**config.mk**
```make
export PLATFORM = sky130hd
export DESIGN_NAME = mem_arbiter
export DESIGN_NICKNAME = d
export VERILOG_FILES = /design/src/rtl/mem_arbiter.sv
export SDC_FILE = /design/constraint.sdc
export NUM_CORES = 1
export LEC_CHECK = 0
export CAP_MARGIN = 20
export CELL_PAD_IN_SITES_DETAIL_PLACEMENT = 0
export CELL_PAD_IN_SITES_GLOBAL_PLACEMENT = 1
export CORE_MARGIN = 2
export CORE_UTILIZATION = 21
export CTS_BUF_LIST = sky130_fd_sc_hd__clkbuf_4
export CTS_CLUSTER_DIAMETER = 200
export DETAILED_ROUTE_END_ITERATION = 16
export PLACE_DENSITY = 0.87
export SLEW_MARGIN = 20
export SYNTH_ARGS = -nofsm -noshare
export SYNTH_HDL_FRONTEND = slang
export SYNTH_SLANG_ARGS = --single-unit
export TNS_END_PERCENT = 50
```
**constraint.sdc**
```tcl
create_clock -name clk_i -period 1.35 [get_ports clk_i]
set_clock_uncertainty 0.05 [all_clocks]
set_input_delay 0.27 -clock clk_i [delete_from_list [all_inputs] [get_ports clk_i]]
set_output_delay 0.27 -clock clk_i [all_outputs]
set_load 0.01 [all_outputs]
```
**src/rtl/mem_arbiter.sv**
```systemverilog
// mem_arbiter: round-robin share of one memory port between fetch (imem) and load/store (dmem)
module mem_arbiter #(
    parameter int ADDRW = 32,
    parameter int DATAW = 32
) (
    input  logic               clk_i,
    input  logic               rst_ni,
    input  logic               imem_valid_i,
    input  logic [ADDRW-1:0]   imem_addr_i,
    input  logic               imem_flush_i,
    output logic [DATAW-1:0]   imem_rdata_o,
    output logic               imem_resp_o,
    input  logic               dmem_valid_i,
    input  logic [ADDRW-1:0]   dmem_addr_i,
    input  logic               dmem_we_i,
    input  logic [DATAW-1:0]   dmem_wdata_i,
    input  logic [DATAW/8-1:0] dmem_wstrb_i,
    output logic [DATAW-1:0]   dmem_rdata_o,
    output logic               dmem_resp_o,
    output logic               mem_valid_o,
    output logic [ADDRW-1:0]   mem_addr_o,
    output logic               mem_we_o,
    output logic [DATAW-1:0]   mem_wdata_o,
    output logic [DATAW/8-1:0] mem_wstrb_o,
    input  logic [DATAW-1:0]   mem_rdata_i,
    input  logic               mem_resp_i
);
    typedef enum logic [1:0] {IDLE, BUSY_I, BUSY_D} state_t;

    state_t               r_state;
    state_t               w_next;
    logic                 r_last;
    logic                 r_drop;
    logic [ADDRW-1:0]     r_addr;
    logic                 r_we;
    logic [DATAW-1:0]     r_wdata;
    logic [DATAW/8-1:0]   r_wstrb;
    logic                 w_eval;
    logic                 w_ip;
    logic                 w_dp;
    logic                 w_gi;
    logic                 w_gd;

    // Grant decision (idle or response cycle, completing requester excluded) and response routing
    always_comb begin
        w_eval      = (r_state == IDLE) || mem_resp_i;
        w_ip        = imem_valid_i && (r_state != BUSY_I);
        w_dp        = dmem_valid_i && (r_state != BUSY_D);
        w_gi        = w_eval && w_ip && (!w_dp || r_last);
        w_gd        = w_eval && w_dp && !w_gi;
        w_next      = w_gi ? BUSY_I : w_gd ? BUSY_D : w_eval ? IDLE : r_state;
        imem_resp_o = rst_ni && (r_state == BUSY_I) && mem_resp_i && !r_drop && !imem_flush_i;
        dmem_resp_o = rst_ni && (r_state == BUSY_D) && mem_resp_i;
    end

    // State register
    always_ff @(posedge clk_i) begin
        if (!rst_ni) r_state <= IDLE;
        else         r_state <= w_next;
    end

    // Latch the winner's request, track fairness and stale-fetch drop
    always_ff @(posedge clk_i) begin
        if (!rst_ni) begin
            r_last  <= 1'b1;
            r_drop  <= 1'b0;
            r_addr  <= '0;
            r_we    <= 1'b0;
            r_wdata <= '0;
            r_wstrb <= '0;
        end else begin
            if (w_gi) begin
                r_addr  <= imem_addr_i;
                r_we    <= 1'b0;
                r_wdata <= '0;
                r_wstrb <= '0;
                r_last  <= 1'b0;
            end else if (w_gd) begin
                r_addr  <= dmem_addr_i;
                r_we    <= dmem_we_i;
                r_wdata <= dmem_wdata_i;
                r_wstrb <= dmem_we_i ? dmem_wstrb_i : '0;
                r_last  <= 1'b1;
            end
            if (r_state == BUSY_I) r_drop <= mem_resp_i ? 1'b0 : (r_drop || imem_flush_i);
        end
    end

    assign mem_valid_o  = (r_state != IDLE);
    assign mem_addr_o   = r_addr;
    assign mem_we_o     = r_we;
    assign mem_wdata_o  = r_wdata;
    assign mem_wstrb_o  = r_wstrb;
    assign imem_rdata_o = mem_rdata_i;
    assign dmem_rdata_o = mem_rdata_i;
endmodule

```
==> impl_metrics.py <==
metrics = {
    "sta": {
        "finalSetupViolations": 75,
        "setup_ws_ps": -339.8,
        "fin_crit_ps": 1690,
        "slew_violations": 0,
        "slew_headroom_pct": 76.41,
        "rsz0062_at_grt": "true",
        "finalCritPeriodShare_pct": 125.2,
        "worstMarginPinSlew_ps": 353.8,
        "hold_slack_ps": 295.3,
        "hold_viol": 0,
        "max_freq_ghz": 0.5918,
    },
    "global_route": {
        "grt_usage_pct": 11.81,
        "grt_overflow": 0,
        "grt_pass1_vias": 3143,
        "grt_pass1_wl_um": 16800,
        "antenna_found_initial": 2,
        "grt_max_degree": 65,
    },
    "worst_hold_path": {
        "min_path_cells": 3,
        "hold_path_startpoint": "dmem_wdata_i[20]",
        "hp-class": "in -> reg",
    },
    "die": {
        "rows": 47,
        "start_util_pct": 21.41,
        "die_h_um": 134.0,
        "io_pins": 275,
        "die_x_um": 134.0,
        "floorplan.die_area_um2": 17970,
        "core_um2": 16580,
    },
    "power_and_ir_drop": {
        "switching_share_pct": 32.92,
        "power.density_nw_per_um2": 1097,
        "peakVddDrop_mv": 0.3515,
        "total_power_uw": 5748,
        "p_clk_share_pct": 25.5,
        "internal_power_uw": 3856,
        "pwr-share-comb_pct": 30.4,
        "power.leakage_uw": 0.002088,
        "p_sw_uw": 1892,
        "seq_power_share_pct": 44.1,
    },
    "setup_path": {
        "cp_slowest_cell": "dfxtp_2",
        "cp_top_family": "buffers and inverters",
        "cp.required_ps": 1670,
        "crit_cells": 9,
        "timing.critical_path.from": "r_state[1]",
        "end_kind": "flip-flop",
        "path_buf_inv": 5,
        "worstRegToRegCells": 9,
        "slowest_delay_ps": 390,
        "start_kind": "flip-flop",
        "critPathMaxFanout": 38,
        "path_class": "reg -> reg",
        "path_cells": "buf_6, nor2_4, buf_4, buf_4, o211ai_4, buf_6, nand3_2, buf_12, a21oi_1",
        "timing.critical_path.arrival_ps": 2010,
        "r2r_start": "r_state[1]",
    },
    "run_status": {
        "status": "complete, but fails checks",
        "violations": "negative setup slack",
    },
    "job": {
        "max-cap-violations": 0,
    },
    "placement": {
        "gp_congestion": 0.7204,
        "dpl.hpwl_um": 7405,
        "post-place-cells": 761,
        "portBuffers": 178,
        "placed_area_um2": 5218,
    },
    "layout": {
        "area_growth_pct": 47.50,
        "final_common_cell": "clkdlybuf4s50_1",
        "fin_nets": 701,
        "drive_gt1_share_pct": 38.98,
        "fin_area_um2": 5238,
        "final_util_pct": 31.58,
        "final_cell_mix": "106 x clkdlybuf4s50_1, 72 x nand2_1, 71 x dfxtp_2",
        "stdcell_count": 789,
    },
    "clock_tree": {
        "cts_buffers": 9,
        "cts_root_buf": "clkbuf_4",
        "clk_pin_slew_ps": 130,
        "cts_tree": "built",
        "clk_latency_ps": 440,
        "cts_buffer_depth": 2,
        "cts_htree_levels": 3,
        "clock_sinks": 73,
    },
    "yosys": {
        "syn_inst": 440,
        "yosys_warnings": 0,
        "syn_nets": 579,
        "ys_top_cells_by_area": "dfxtp_1 41%, buf_4 14%, o21ai_0 7.8%",
        "synth.avg_cell_area_um2": 8.070,
        "seq_area_frac_synth_pct": 41.16,
        "yosysTopAreaCellShare_pct": 41.16,
        "ys_types": 29,
        "yosys.area.top_type": "dfxtp_1",
        "syn_area_um2": 3551,
        "ys_seq_elements": 73,
    },
    "routing": {
        "avgViaCountPerCell": 4.436,
        "firstDrtPassIters": 5,
        "wire_per_inst_um": 14.41,
        "drc": 0,
        "drtAntennaViolNets": 0,
        "drt_iter0_drc": 205,
        "vias": 3500,
        "routed_wl_um": 11370,
    },
}
-- power groups by stage --
stage	Combinational (uW)	Clock, uW	Sequential (uW)
CTS	1690	1540	2530
global placement	1840	0	2540
global route	1900	1630	2570
floorplan	899	0	2660
detailed placement	1850	0	2550
finish	1750	1460	2530
-- sequential cells by signal, indices dropped and copies added, names as in the netlist --
signal	cells
r_drop	1
r_state	2
mem_we_o	1
mem_wstrb_o	4
r_last	1
mem_addr_o	32
mem_wdata_o	32
-- final timing paths --
path	to	slack [ps]
min	mem_wdata_o[20]	300
max reg2reg	mem_wdata_o[31]	-340
max	mem_wdata_o[31]	-340
min reg2reg	mem_wdata_o[28]	410
-- worst register-to-register path, cell delays in order (launching register included) --
cell	delay (ps)
dfxtp_2	390
buf_6	120
nor2_4	40
buf_4	120
buf_4	130
o211ai_4	160
buf_6	140
nand3_2	90
buf_12	190
a21oi_1	200
-- routing by layer --
| layer | routed length [um] | up-vias | track usage, % |
|---|---|---|---|
| li1 | - | 1702 | - |
| met1 | 4952 | 1616 | 14.26 |
| met2 | 5180 | 143 | 18.58 |
| met3 | 864 | 39 | 3.893 |
| met4 | 371 | 0 | 6.433 |
| met5 | 0 | - | 0 |
-- final cells by class --
cell class	count	area (um2)
diodes	2	5.005
clock buffers	9	67.56
clock inverters	7	70.07
fillers	1777	11350
inverters	3	11.26
multi-input cells	267	1453
flip-flops and latches	73	1550
well taps	220	275.3
repair buffers	208	1805
-- what timing repair did --
| item | 4_1_cts | 5_1_grt |
|---|---|---|
| resized for setup | 367 | 4 |
| pin swaps | 8 | 1 |
| endpoints found under the setup margin | 144 | 76 |
| setup buffers | 6 | 2 |
| hold buffers | 0 | 0 |
| cloned | 0 | 2 |
-- synthesized netlist by cell type --
cell and count:
dfxtp_1 73, nand2_1 72, buf_4 65, o21ai_0 55, nand3_1 38, a31oi_1 33, a21oi_2 20, buf_2 19
a21oi_1 18, o21ai_1 10, clkbuf_1 8, and2_1 4, nor2_1 4, clkbuf_2 3, buf_6 2, inv_1 2
o21a_1 2, a22oi_1 1, and3b_1 1, inv_2 1, nand2_2 1, nand2b_1 1, nor2_4 1, nor2b_1 1
nor4b_1 1, o211a_1 1, o211ai_4 1, o21ai_2 1, o22ai_4 1
-- kinds of logic after synthesis --
family / synth area share (%)
simple gates: 15.43
flops: 41.16
buf+inv: 18.64
compound gates: 24.77
-- metrics by stage --
step	TNS, ps	worst slack, ps
after floorplan	0	11.20
after global placement	-38040	-717.6
after detailed placement	-39700	-732.2
after CTS	-18790	-403.1
after global routing	-26120	-404.6
final	-20400	-339.8
Power figures use the tool's default switching activity.
